<file path="src/rtl/jedro_1_defines.sv">
// Shared definitions for the jedro_1 load-store path.
// Holds the data width, access-size encodings, the error-cause and LSU FSM
// state enums, and the alignment check used when a request is accepted.
package jedro_1_defines;

    localparam int unsigned DATA_WIDTH = 32;
    localparam int unsigned NUM_BYTES  = DATA_WIDTH / 8;

    localparam logic [1:0] SZ_BYTE = 2'd0;
    localparam logic [1:0] SZ_HALF = 2'd1;
    localparam logic [1:0] SZ_WORD = 2'd2;

    typedef enum logic [1:0] {
        ERR_NONE     = 2'd0,
        ERR_MISALIGN = 2'd1,
        ERR_BUS      = 2'd2,
        ERR_TIMEOUT  = 2'd3
    } lsu_err_e;

    typedef enum logic [1:0] {
        LSU_IDLE  = 2'd0,
        LSU_ISSUE = 2'd1,
        LSU_WAIT  = 2'd2,
        LSU_RESP  = 2'd3
    } lsu_state_e;

    // Size 3 is reserved and always reported as misaligned.
    function automatic logic is_misaligned(input logic [1:0] size, input logic [1:0] addr_lo);
        logic mis;
        case (size)
            SZ_BYTE: mis = 1'b0;
            SZ_HALF: mis = addr_lo[0];
            SZ_WORD: mis = |addr_lo;
            default: mis = 1'b1;
        endcase
        return mis;
    endfunction

endpackage

</file>
<file path="src/rtl/lsu_bus_initiator_if.sv">
// Single-stb/ack RAM bus.
//   stb   : one-cycle transaction strobe (initiator)
//   we    : byte-lane write enables, all zero for reads (initiator)
//   addr  : word-aligned byte address (initiator)
//   wdata : lane-replicated write data (initiator)
//   rdata : read data, valid with ack (responder)
//   ack   : transaction complete (responder)
//   err   : transaction failed (responder)
interface lsu_bus_initiator_if;

    logic                                    stb;
    logic [jedro_1_defines::NUM_BYTES-1:0]   we;
    logic [jedro_1_defines::DATA_WIDTH-1:0]  addr;
    logic [jedro_1_defines::DATA_WIDTH-1:0]  wdata;
    logic [jedro_1_defines::DATA_WIDTH-1:0]  rdata;
    logic                                    ack;
    logic                                    err;

    modport master (
        output stb, we, addr, wdata,
        input  rdata, ack, err
    );

    modport slave (
        input  stb, we, addr, wdata,
        output rdata, ack, err
    );

endinterface

</file>
<file path="src/rtl/lsu_lane_align.sv">
// Byte-lane steering between the core and a 32-bit word bus (combinational).
//   st_size_i/st_addr_lo_i/st_wdata_i : store request, LSB-justified data
//   st_we_o/st_wdata_o                : lane enables and replicated data
//   ld_size_i/ld_addr_lo_i/ld_signed_i: latched load attributes
//   ld_rdata_i                        : raw bus word
//   ld_data_o                         : extracted, sign/zero-extended load data
module lsu_lane_align
    import jedro_1_defines::*;
(
    input  logic [1:0]            st_size_i,
    input  logic [1:0]            st_addr_lo_i,
    input  logic [DATA_WIDTH-1:0] st_wdata_i,
    output logic [NUM_BYTES-1:0]  st_we_o,
    output logic [DATA_WIDTH-1:0] st_wdata_o,
    input  logic [1:0]            ld_size_i,
    input  logic [1:0]            ld_addr_lo_i,
    input  logic                  ld_signed_i,
    input  logic [DATA_WIDTH-1:0] ld_rdata_i,
    output logic [DATA_WIDTH-1:0] ld_data_o
);

    logic [7:0]  ld_byte;
    logic [15:0] ld_half;

    // Store path: data is replicated across lanes so the responder can pick any lane.
    always_comb begin
        st_we_o    = '0;
        st_wdata_o = st_wdata_i;
        case (st_size_i)
            SZ_BYTE: begin
                st_we_o    = 4'b0001 << st_addr_lo_i;
                st_wdata_o = {4{st_wdata_i[7:0]}};
            end
            SZ_HALF: begin
                st_we_o    = st_addr_lo_i[1] ? 4'b1100 : 4'b0011;
                st_wdata_o = {2{st_wdata_i[15:0]}};
            end
            SZ_WORD: st_we_o = 4'b1111;
            default: st_we_o = '0;
        endcase
    end

    // Load path: pick the addressed lane, then extend.
    always_comb begin
        case (ld_addr_lo_i)
            2'd0:    ld_byte = ld_rdata_i[7:0];
            2'd1:    ld_byte = ld_rdata_i[15:8];
            2'd2:    ld_byte = ld_rdata_i[23:16];
            default: ld_byte = ld_rdata_i[31:24];
        endcase
        ld_half = ld_addr_lo_i[1] ? ld_rdata_i[31:16] : ld_rdata_i[15:0];

        case (ld_size_i)
            SZ_BYTE: ld_data_o = {{24{ld_signed_i & ld_byte[7]}}, ld_byte};
            SZ_HALF: ld_data_o = {{16{ld_signed_i & ld_half[15]}}, ld_half};
            default: ld_data_o = ld_rdata_i;
        endcase
    end

endmodule

</file>
<file path="src/rtl/lsu_bus_initiator.sv">
// Load/store bus initiator: turns a core load/store request into a single
// stb transaction, waits for ack/err (or times out) and returns extended
// read data with a one-cycle done pulse.
//   clk_i, rstn_i         : clock, synchronous active-low reset
//   req_i..wdata_i        : core request (sampled only while ready_o=1)
//   ready_o               : idle, request can be accepted
//   done_o                : completion pulse; rdata_o/err_o/err_cause_o valid
//   bus                   : single-stb/ack RAM bus, initiator side
module lsu_bus_initiator
    import jedro_1_defines::*;
#(
    parameter int unsigned TIMEOUT_CYCLES = 16
) (
    input  logic                  clk_i,
    input  logic                  rstn_i,
    input  logic                  req_i,
    input  logic                  we_i,
    input  logic [1:0]            size_i,
    input  logic                  signed_i,
    input  logic [DATA_WIDTH-1:0] addr_i,
    input  logic [DATA_WIDTH-1:0] wdata_i,
    output logic                  ready_o,
    output logic                  done_o,
    output logic [DATA_WIDTH-1:0] rdata_o,
    output logic                  err_o,
    output logic [1:0]            err_cause_o,
    lsu_bus_initiator_if.master   bus
);

    localparam int unsigned CNT_W = $clog2(TIMEOUT_CYCLES);

    lsu_state_e            state_q;
    lsu_err_e              cause_q;
    logic                  we_q;
    logic [1:0]            size_q;
    logic                  signed_q;
    logic [1:0]            addr_lo_q;
    logic [CNT_W-1:0]      cnt_q;
    logic                  ready_q;
    logic                  done_q;
    logic                  err_q;
    logic [DATA_WIDTH-1:0] rdata_q;
    logic                  stb_q;
    logic [NUM_BYTES-1:0]  bus_we_q;
    logic [DATA_WIDTH-1:0] bus_addr_q;
    logic [DATA_WIDTH-1:0] bus_wdata_q;

    logic [NUM_BYTES-1:0]  st_we;
    logic [DATA_WIDTH-1:0] st_wdata;
    logic [DATA_WIDTH-1:0] ld_data;

    lsu_lane_align u_lane_align (
        .st_size_i    (size_i),
        .st_addr_lo_i (addr_i[1:0]),
        .st_wdata_i   (wdata_i),
        .st_we_o      (st_we),
        .st_wdata_o   (st_wdata),
        .ld_size_i    (size_q),
        .ld_addr_lo_i (addr_lo_q),
        .ld_signed_i  (signed_q),
        .ld_rdata_i   (bus.rdata),
        .ld_data_o    (ld_data)
    );

    // FSM with registered outputs; stb and done default low so each is a single-cycle pulse.
    always_ff @(posedge clk_i) begin
        if (!rstn_i) begin
            state_q     <= LSU_IDLE;
            cause_q     <= ERR_NONE;
            we_q        <= 1'b0;
            size_q      <= SZ_BYTE;
            signed_q    <= 1'b0;
            addr_lo_q   <= '0;
            cnt_q       <= '0;
            ready_q     <= 1'b1;
            done_q      <= 1'b0;
            err_q       <= 1'b0;
            rdata_q     <= '0;
            stb_q       <= 1'b0;
            bus_we_q    <= '0;
            bus_addr_q  <= '0;
            bus_wdata_q <= '0;
        end else begin
            stb_q  <= 1'b0;
            done_q <= 1'b0;
            case (state_q)
                LSU_IDLE: begin
                    if (req_i) begin
                        we_q      <= we_i;
                        size_q    <= size_i;
                        signed_q  <= signed_i;
                        addr_lo_q <= addr_i[1:0];
                        ready_q   <= 1'b0;
                        if (is_misaligned(size_i, addr_i[1:0])) begin
                            // Rejected before reaching the bus.
                            state_q <= LSU_RESP;
                            done_q  <= 1'b1;
                            err_q   <= 1'b1;
                            cause_q <= ERR_MISALIGN;
                            rdata_q <= '0;
                        end else begin
                            // Bus outputs are loaded here so stb is visible during ISSUE.
                            state_q     <= LSU_ISSUE;
                            stb_q       <= 1'b1;
                            bus_we_q    <= we_i ? st_we : '0;
                            bus_addr_q  <= {addr_i[DATA_WIDTH-1:2], 2'b00};
                            bus_wdata_q <= st_wdata;
                        end
                    end
                end
                LSU_ISSUE: begin
                    cnt_q   <= '0;
                    state_q <= LSU_WAIT;
                end
                LSU_WAIT: begin
                    cnt_q <= cnt_q + CNT_W'(1);
                    // err outranks ack when both arrive together.
                    if (bus.err) begin
                        state_q  <= LSU_RESP;
                        done_q   <= 1'b1;
                        err_q    <= 1'b1;
                        cause_q  <= ERR_BUS;
                        rdata_q  <= '0;
                        bus_we_q <= '0;
                    end else if (bus.ack) begin
                        state_q  <= LSU_RESP;
                        done_q   <= 1'b1;
                        err_q    <= 1'b0;
                        cause_q  <= ERR_NONE;
                        rdata_q  <= we_q ? '0 : ld_data;
                        bus_we_q <= '0;
                    end else if (cnt_q == CNT_W'(TIMEOUT_CYCLES - 1)) begin
                        state_q  <= LSU_RESP;
                        done_q   <= 1'b1;
                        err_q    <= 1'b1;
                        cause_q  <= ERR_TIMEOUT;
                        rdata_q  <= '0;
                        bus_we_q <= '0;
                    end
                end
                LSU_RESP: begin
                    state_q <= LSU_IDLE;
                    ready_q <= 1'b1;
                end
                default: begin
                    state_q <= LSU_IDLE;
                    ready_q <= 1'b1;
                end
            endcase
        end
    end

    assign ready_o     = ready_q;
    assign done_o      = done_q;
    assign rdata_o     = rdata_q;
    assign err_o       = err_q;
    assign err_cause_o = cause_q;
    assign bus.stb     = stb_q;
    assign bus.we      = bus_we_q;
    assign bus.addr    = bus_addr_q;
    assign bus.wdata   = bus_wdata_q;

endmodule

</file>
<file path="src/flat_wrapper.sv">
// flat-port wrapper written by rule: the top's interface ports become plain ports
module lsu_bus_initiator_flat import jedro_1_defines::*;
#(
    parameter int unsigned TIMEOUT_CYCLES = 16
)
  (clk_i, rstn_i, req_i, we_i, size_i, signed_i, addr_i, wdata_i, ready_o, done_o, rdata_o, err_o, err_cause_o, bus_stb, bus_we, bus_addr, bus_wdata, bus_rdata, bus_ack, bus_err);
  lsu_bus_initiator_if bus_i ();
  input  logic clk_i;
  input  logic rstn_i;
  input  logic req_i;
  input  logic we_i;
  input  logic [1:0] size_i;
  input  logic signed_i;
  input  logic [DATA_WIDTH-1:0] addr_i;
  input  logic [DATA_WIDTH-1:0] wdata_i;
  output logic ready_o;
  output logic done_o;
  output logic [DATA_WIDTH-1:0] rdata_o;
  output logic err_o;
  output logic [1:0] err_cause_o;
  output wire logic [$bits(bus_i.stb)-1:0] bus_stb;
  output wire logic [$bits(bus_i.we)-1:0] bus_we;
  output wire logic [$bits(bus_i.addr)-1:0] bus_addr;
  output wire logic [$bits(bus_i.wdata)-1:0] bus_wdata;
  input wire logic [$bits(bus_i.rdata)-1:0] bus_rdata;
  input wire logic [$bits(bus_i.ack)-1:0] bus_ack;
  input wire logic [$bits(bus_i.err)-1:0] bus_err;
  assign bus_stb = bus_i.stb;
  assign bus_we = bus_i.we;
  assign bus_addr = bus_i.addr;
  assign bus_wdata = bus_i.wdata;
  assign bus_i.rdata = bus_rdata;
  assign bus_i.ack = bus_ack;
  assign bus_i.err = bus_err;
  lsu_bus_initiator #(.TIMEOUT_CYCLES(TIMEOUT_CYCLES)) u_core (.clk_i(clk_i), .rstn_i(rstn_i), .req_i(req_i), .we_i(we_i), .size_i(size_i), .signed_i(signed_i), .addr_i(addr_i), .wdata_i(wdata_i), .ready_o(ready_o), .done_o(done_o), .rdata_o(rdata_o), .err_o(err_o), .err_cause_o(err_cause_o), .bus(bus_i));
endmodule
</file>
<file path="config.mk">
export PLATFORM = sky130hd
export DESIGN_NAME = lsu_bus_initiator_flat
export DESIGN_NICKNAME = d
export VERILOG_FILES = /design/src/rtl/jedro_1_defines.sv /design/src/rtl/lsu_bus_initiator_if.sv /design/src/rtl/lsu_lane_align.sv /design/src/rtl/lsu_bus_initiator.sv /design/src/flat_wrapper.sv
export SDC_FILE = /design/constraint.sdc
export NUM_CORES = 1
export LEC_CHECK = 0
export ABC_AREA = 0
export CORE_ASPECT_RATIO = 1.4
export CORE_MARGIN = 8
export CORE_UTILIZATION = 44
export DETAILED_ROUTE_END_ITERATION = 16
export GPL_TIMING_DRIVEN = 0
export PLACE_DENSITY_LB_ADDON = 0.12
export SYNTH_ARGS = -nofsm -noshare
export SYNTH_HDL_FRONTEND = slang
export SYNTH_SLANG_ARGS = --single-unit
export TNS_END_PERCENT = 1
</file>
<file path="constraint.sdc">
create_clock -name clk_i -period 2.2 [get_ports clk_i]
set_clock_uncertainty 0.1 [all_clocks]
set_input_delay 0.33 -clock clk_i [delete_from_list [all_inputs] [get_ports clk_i]]
set_output_delay 0.33 -clock clk_i [all_outputs]
set_load 0.02 [all_outputs]
</file>
==> results of run 1 <==
==> power by group through the flow <==
stage               registers, mW  clock network, mW  logic [mW]
floorplan                    2.74                  0        1.15
global placement             2.51                  0        2.32
detailed placement           2.52                  0        2.37
CTS                          2.48               2.73        2.39
global route                 2.51               2.84        2.60
finish                       2.48               2.71        2.40
==> final cells by class <==
cell class | instances | area (um^2) | share of cell area [%]
plain buffers | 50 | 262 | 3.23
clock buffers | 20 | 447 | 5.51
clock inverters | 12 | 131 | 1.62
inverters | 11 | 41.3 | 0.510
multi-input cells | 454 | 2650 | 32.8
flip-flops and latches | 116 | 2320 | 28.7
well taps | 147 | 184 | 2.27
repair buffers | 206 | 2060 | 25.4
==> cells by family after synthesis <==
kind of cell             count (synthesis)
multiplexers                            31
flip-flops                             116
AO/OA/AOI/OAI                          181
buffers and inverters                   61
AND/OR/NAND/NOR                        236
adder cells (fa/ha/maj)                  4
other                                    1
==> flip-flops by register name (all words and copies together), names as in the netlist, 2 cells and up <==
register / cells
u_core.bus.wdata: 32
u_core.rdata_o: 32
u_core.bus.addr: 30
u_core.bus.we: 4
u_core.cnt_q: 4
u_core.addr_lo_q: 2
u_core.err_cause_o: 2
u_core.size_q: 2
u_core.state_q: 2
==> cell usage in the layout, fill, tap and decap left out, types with 3 or more instances in the layout <==
master	instances
clkbuf_1	21
clkinvlp_4	4
a311oi_1	8
o21bai_1	4
nand2_1	145
buf_2	13
a2bb2oi_1	4
inv_1	9
a32o_1	17
nor2_1	37
nor2b_1	10
clkbuf_16	17
a22o_1	3
a22o_2	5
o21ba_2	3
o21ai_0	26
a211oi_1	14
clkinv_2	3
mux2_2	7
nor3_1	8
buf_6	3
a21oi_1	73
buf_1	3
buf_4	7
ha_1	3
nand2b_1	20
clkbuf_2	4
clkdlybuf4s50_1	206
o32ai_1	7
mux2i_1	23
nand3_1	4
dfxtp_1	116
==> path summary, 6_finish.rpt <==
kind                                     startpoint             endpoint  slack, ns  depth (start not counted)
worst min-delay path                      addr_i[0]  u_core.addr_lo_q[0]       0.08                          3
worst max register to register  u_core.addr_lo_q[1]    u_core.rdata_o[7]       0.08                          6
worst max-delay path            u_core.addr_lo_q[1]    u_core.rdata_o[7]       0.08                          6
worst min register to register  u_core.bus.addr[16]  u_core.bus.addr[16]       0.35                          2
==> timing repair <==
action | CTS | global route
pin swaps | 0 | 1
setup endpoints to repair | 11 | 78
resized for setup | 2 | 14
==> worst register-to-register path: cells and delay by family (launching register included) <==
kind / cells / cell delay, ns
compound gates: 3 / 0.90
flops: 1 / 0.30
buf+inv: 3 / 0.71
==> routing by layer <==
| layer | GRT usage [%] | share of wire, % |
|---|---|---|
| met3 | 10.2 | 9.5 |
| met4 | 10.9 | 3.7 |
| met2 | 43.5 | 52 |
| met1 | 23.9 | 35 |
| met5 | 0 | 0 |
==> metrics.csv, run 1 <==
metric;value;unit
Internal;5.07;mW
status;completed;
setup violators final;0;
vias per std cell;5.37;
DP HPWL;15200;um
largest net degree at the start of global routing;17;
Post-CTS Setup Repair Bufs;0;
I/O pins;211;
Required @ worst endpoint;2.41;ns
Core Rows;47;
Residual DRC;0;
Pre-Repair DR Iteration Count;7;
Die Area;0.0157;mm^2
sequential area share after synthesis;44.2;%
Hold WS;0.0829;ns
largest family of logic cells by synthesized area;compound AO/OA/AOI/OAI gates;
Iter 0 DRT Violations;189;
fin crit share;96.2;%
Critical Path AT;2.32;ns
Critical Path Fanout Max;10;
final core utilization;68.9;%
Comb power frac;31.6;%
total grt overflow;0;
clk_lat worst skew;0.41;ns
power after layout;7.58;mW
CP Cell Sequence;buf_2, buf_4, clkinv_1, a21oi_1, o2bb2ai_1, a22o_2;
switching pwr;2.52;mW
first-pass GRT wire length;30500;um
core footprint;0.0118;mm^2
I/O Buffers;206;
Worst Setup Start Kind;flop;
Hold Crit Class;in -> reg;
CTS root buf;clkbuf_16;
max-slew violations;0;
Yosys warning total;0;
GPL Wtd Cong;0.930;
H-tree level count;4;
GR Util All Layers;24.5;%
vias in the first global route;5793;
Num CTS Buffers;17;
initial antenna violation count;0;
Netlist cell types;53;
Top FF cell, synth;dfxtp_1;
Sequential Power Share;32.7;%
fin cells;1016;
syn avg cell area;8.34;um^2
Post-synth top cells;146 x nand2_1, 116 x dfxtp_1, 73 x a21oi_1;
Clock Power Share;35.7;%
Cell Area, Placed;0.00750;mm^2
fmax;472;MHz
max-cap check violation count;0;
Mapped Area;0.00525;mm^2
Syn-to-layout area delta;54.3;%
number of fillers in the final layout;981;
VDD IR max;618;uV
Post-Synth Adder-Cell Area;0.953;%
Static Leak;2.96;nW
Critical Path End Type;flop;
Clock Sinks;116;
top cell type by total area after synthesis;dfxtp_1;
Vias;5453;
Worst path slowest cell;a21oi_1;
Ant. Diodes;0;
Area contributors post-synth;dfxtp_1 44%, nand2_1 10%, a21oi_1 7.0%, mux2i_1 4.4%, a32o_1 3.2%;
Post-Place Cells;984;
pre-CTS WS;-0.376;ns
final hold vios;0;
Crit Path Class;reg -> reg;
PnR worst setup slack;0.0835;ns
# nets final;965;
Reg clk slew, reported paths;0.05;ns
sw frac;33.2;%
top cell type's share of synthesized area;44.2;%
XOR/XNOR Fraction of Synth Area;0;%
Die W;108;um
post-route ant nets;0;
cells after synthesis;630;
share of layout cells above drive strength 1;9.90;%
hold_buf cts;0;
Wirelength per Cell;19.0;um
CTS tree;built;
slowest stage delay, CP;0.46;ns
RSZ-0062 raised after global routing;no;
CP top delay family;compound AO/OA/AOI/OAI gates;
Synth Area in Compound Gates;23.7;%
post-synthesis register bit count;116;
Worst-Margin Slew;0.695;ns
relative slew slack;53.7;%
worst path bufs/invs;3;
Detailed Route WL;19300;um
minimum clock period;2.12;ns
Design Area, Final;0.00810;mm^2
TNS Setup;0;ns
Post-synth EDFFs;0;
FFs w/ async S/R, synth;0;%
most frequent cell after synthesis;nand2_1;
Synth Area in Simple Gates;19.2;%
Clock Path Buffers;2;
mux share of post-synthesis cell area;6.31;%
die height;145;um
Initial Util;44.7;%
P per Cell Area;936;mW/mm^2
No activity file was read; power rests on OpenSTA's default activity.
==> run 2, diff against run 1 <==
Settings changed: CORE_ASPECT_RATIO 1.4 to 0.6.
==> run 2 against run 1 <==
  * Sequential cell count stayed put
  * Setup slack better by 0.041 ns
  * Combinational power hardly changed
  * Routed wire length is 1.4% higher
==> metrics.csv, run 2 (same netlist as run 1, synthesis figures left out) <==
metric;value;unit
H-tree level count;4;
# nets final;966;
die height;101;um
Wirelength per Cell;18.9;um
Critical Path End Type;flop;
initial antenna violation count;0;
vias per std cell;5.34;
Hold Crit Class;in -> reg;
Core Rows;31;
GPL Wtd Cong;0.927;
RSZ-0062 raised after global routing;no;
Static Leak;2.95;nW
setup violators final;0;
Die W;157;um
pre-CTS WS;-0.421;ns
final core utilization;68.3;%
post-route ant nets;0;
CTS tree;built;
I/O pins;211;
worst path bufs/invs;3;
I/O Buffers;206;
Cell Area, Placed;0.00752;mm^2
core footprint;0.0119;mm^2
relative slew slack;54.4;%
power after layout;7.46;mW
Clock Path Buffers;2;
largest net degree at the start of global routing;17;
Worst-Margin Slew;0.684;ns
commonest cells after routing, fill and taps aside;206 x clkdlybuf4s50_1, 146 x nand2_1, 116 x dfxtp_1;
max-cap check violation count;0;
fin crit share;94.4;%
Comb power frac;32.3;%
share of layout cells above drive strength 1;9.67;%
slowest stage delay, CP;0.36;ns
clk_lat worst skew;0.40;ns
Ant. Diodes;0;
hold_buf cts;0;
GR Util All Layers;24.4;%
total grt overflow;0;
Vias;5524;
Detailed Route WL;19600;um
number of fillers in the final layout;973;
Worst path slowest cell;dfxtp_1;
Sequential Power Share;33.2;%
CP Cell Sequence;inv_1, ha_2, and2_1, buf_2, a31o_4, a21oi_4, buf_6, a32o_1;
sw frac;33.0;%
Pre-Repair DR Iteration Count;7;
Clock Power Share;34.5;%
fmax;482;MHz
final hold vios;0;
CP top delay family;compound AO/OA/AOI/OAI gates;
Hold WS;0.0947;ns
status;completed;
max-slew violations;0;
Internal;5.00;mW
Critical Path AT;2.32;ns
Crit Path Class;reg -> reg;
VDD IR max;702;uV
Reg clk slew, reported paths;0.05;ns
first-pass GRT wire length;30200;um
DP HPWL;15200;um
Syn-to-layout area delta;54.4;%
Design Area, Final;0.00811;mm^2
minimum clock period;2.08;ns
Worst Setup Start Kind;flop;
Iter 0 DRT Violations;400;
switching pwr;2.46;mW
Initial Util;44.3;%
Clock Sinks;116;
Required @ worst endpoint;2.44;ns
Residual DRC;0;
P per Cell Area;921;mW/mm^2
Die Area;0.0158;mm^2
most common cell after layout, fill and taps aside;clkdlybuf4s50_1;
Critical Path Fanout Max;10;
CTS root buf;clkbuf_16;
vias in the first global route;5516;
Num CTS Buffers;17;
PnR worst setup slack;0.124;ns
## run 2: worst paths after layout
path	start	end	slack, ns	cells past startpoint
setup / recovery	u_core.state_q[0]	u_core.rdata_o[23]	0.12	8
hold / removal	addr_i[0]	u_core.addr_lo_q[0]	0.09	3
setup reg to reg	u_core.state_q[0]	u_core.rdata_o[23]	0.12	8
hold reg to reg	u_core.bus.wdata[7]	u_core.bus.wdata[7]	0.35	2
## run 2: cell type report
class | count | area (um^2) | share of cell area (%)
Sequential cell | 116 | 2320 | 28.6
Multi-Input combinational cell | 454 | 2650 | 32.7
Clock buffer | 22 | 474 | 5.85
Inverter | 11 | 41.3 | 0.509
Clock inverter | 9 | 80.1 | 0.988
Timing Repair Buffer | 207 | 2070 | 25.5
Buffer | 50 | 262 | 3.23
Tap cell | 165 | 206 | 2.55
## run 2: layer usage
layer / vias to the layer above / GRT usage (%) / part of all wire, %
met5: - / 0 / 0
met4: 0 / 7.06 / 1.6
met3: 29 / 8.35 / 9.7
met2: 222 / 37.6 / 44
met1: 2616 / 31.8 / 45
li1: 2657 / - / -
## run 2: per-stage QoR
stage | cells | TNS (ns)
4_1_cts | 1033 | 0
2_1_floorplan | 631 | 0
3_5_place_dp | 1002 | -16.39
5_1_grt | 1034 | 0
3_3_place_gp | 1002 | -13.00
6_report | 1034 | 0
## run 2: worst min-delay path: stages
cell and delay, ns:
buf_6 0.11, nand2_1 0.05, a21oi_1 0.05
## run 2: what timing repair did
item                                    CTS  global route
setup buffers                             0             1
resized for setup                         2            11
pin swaps                                 0             1
endpoints found under the setup margin   17            74
endpoints found under the hold margin     0             0
## run 2: power by group through the flow
stage	Sequential [mW]	Combinational (mW)	Clock, mW
floorplan	2.74	1.15	0
global placement	2.51	2.30	0
detailed placement	2.52	2.35	0
CTS	2.48	2.37	2.60
global route	2.51	2.60	2.71
finish	2.48	2.41	2.57
==> run 3, diff against run 2 <==
Settings changed: REMOVE_ABC_BUFFERS set to 1.
==> run 3 against run 2 <==
  * Register-to-register slack worse by 0.02 ns
  * Global-route usage shrank 2.3 points
  * Sequential power increased by 3%
  * Routed wire length decreased by 8.7%
==> metrics.csv, run 3 (same netlist as run 1, synthesis figures left out) <==
metric;value;unit
status;completed;
post-route ant nets;0;
Ant. Diodes;0;
Crit Path Class;reg -> reg;
# nets final;922;
power after layout;7.57;mW
max-cap check violation count;0;
Cell Area, Placed;0.00737;mm^2
P per Cell Area;944;mW/mm^2
H-tree level count;4;
fmax;477;MHz
relative slew slack;48.2;%
fin cells;991;
Critical Path AT;2.35;ns
Die W;157;um
share of layout cells above drive strength 1;9.08;%
fin crit share;95.3;%
TNS Setup;0;ns
core footprint;0.0119;mm^2
Die Area;0.0158;mm^2
Critical Path End Type;flop;
first-pass GRT wire length;27900;um
CTS tree;built;
final hold vios;0;
minimum clock period;2.10;ns
vias in the first global route;5344;
Reg clk slew, reported paths;0.05;ns
setup violators final;0;
Required @ worst endpoint;2.45;ns
Num CTS Buffers;17;
Residual DRC;0;
hold_buf cts;0;
Post-Place Cells;957;
vias per std cell;5.37;
clk_lat worst skew;0.41;ns
Iter 0 DRT Violations;351;
initial antenna violation count;0;
Pre-Repair DR Iteration Count;5;
VDD IR max;631;uV
DP HPWL;12700;um
I/O pins;211;
largest net degree at the start of global routing;81;
number of fillers in the final layout;971;
GPL Wtd Cong;0.795;
Clock Path Buffers;2;
max-slew violations;0;
CTS root buf;clkbuf_16;
die height;101;um
I/O Buffers;208;
Syn-to-layout area delta;52.5;%
Wirelength per Cell;18.0;um
Clock Sinks;116;
Design Area, Final;0.00801;mm^2
Worst-Margin Slew;0.777;ns
commonest cells after routing, fill and taps aside;204 x clkdlybuf4s50_1, 144 x nand2_1, 113 x dfxtp_1;
Detailed Route WL;17900;um
Hold Crit Class;in -> reg;
Initial Util;44.3;%
Static Leak;2.86;nW
R2R setup slack;0.10;ns
total grt overflow;0;
Hold WS;0.301;ns
Worst Setup Start Kind;flop;
most common cell after layout, fill and taps aside;clkdlybuf4s50_1;
Core Rows;31;
GR Util All Layers;22.1;%
Critical Path Fanout Max;13;
Vias;5317;
[run 3: changes by cell type in the layout (fill, tap and decap cells not counted), moves of 3 or more]
cell	delta
buf_1	-3
buf_2	-13
buf_4	-7
clkbuf_1	-19
dfxtp_1	-3
[run 3: critical path: stages, from the launching register on]
cell and delay (ns):
dfxtp_1 0.35, inv_1 0.09, ha_1 0.30, and2_4 0.22, a31o_4 0.30, a21oi_4 0.43, a22o_2 0.24
[run 3: cell type report]
type                    count  area [um^2]  area share [%]
multi-input cells         455         2700            33.7
flip-flops and latches    116         2330            29.1
repair buffers            212         2150            26.8
clock buffers              23          478            5.97
well taps                 165          206            2.58
clock inverters             9          103            1.28
inverters                  11         46.3           0.578
[run 3: timing repair]
item                                    CTS  global route
endpoints found under the setup margin  114            86
resized for setup                        19            13
pin swaps                                 1             1
gates cloned                              0             1
buffers inserted                          1             0
[run 3: where the power goes]
group	total [mW]	leakage, nW	switching (mW)	internal [mW]
registers	2.56	0.944	0.212	2.35
clock network	2.70	0.279	0.949	1.75
logic	2.31	1.64	1.30	1.01
total	7.57	2.86	2.46	5.10
[run 3: path summary, 6_finish.rpt]
path                             start  cells past startpoint                   end
setup / recovery     u_core.state_q[0]                      6     u_core.rdata_o[9]
hold / removal                  rstn_i                      2        u_core.ready_o
setup reg to reg     u_core.state_q[0]                      6     u_core.rdata_o[9]
hold reg to reg   u_core.bus.wdata[30]                      2  u_core.bus.wdata[30]
[run 3: routing by layer]
metal | wire length (um) | up-vias | GRT usage (%) | share of wire, %
met4 | 311 | 0 | 7.57 | 1.7
met3 | 1330 | 24 | 6.81 | 7.4
met2 | 8360 | 204 | 36.3 | 47
met1 | 7870 | 2514 | 27.1 | 44
li1 | - | 2575 | - | -
met5 | 0 | - | 0 | 0
[run 3: stage by stage]
step	setup slack (ns)	util, %
finish	0.103	67.5
global route	-0.000471	67.5
CTS	-0.0345	67.3
detailed placement	-1.59	62.1
global placement	-4.93	61.5
floorplan	-1.45	-
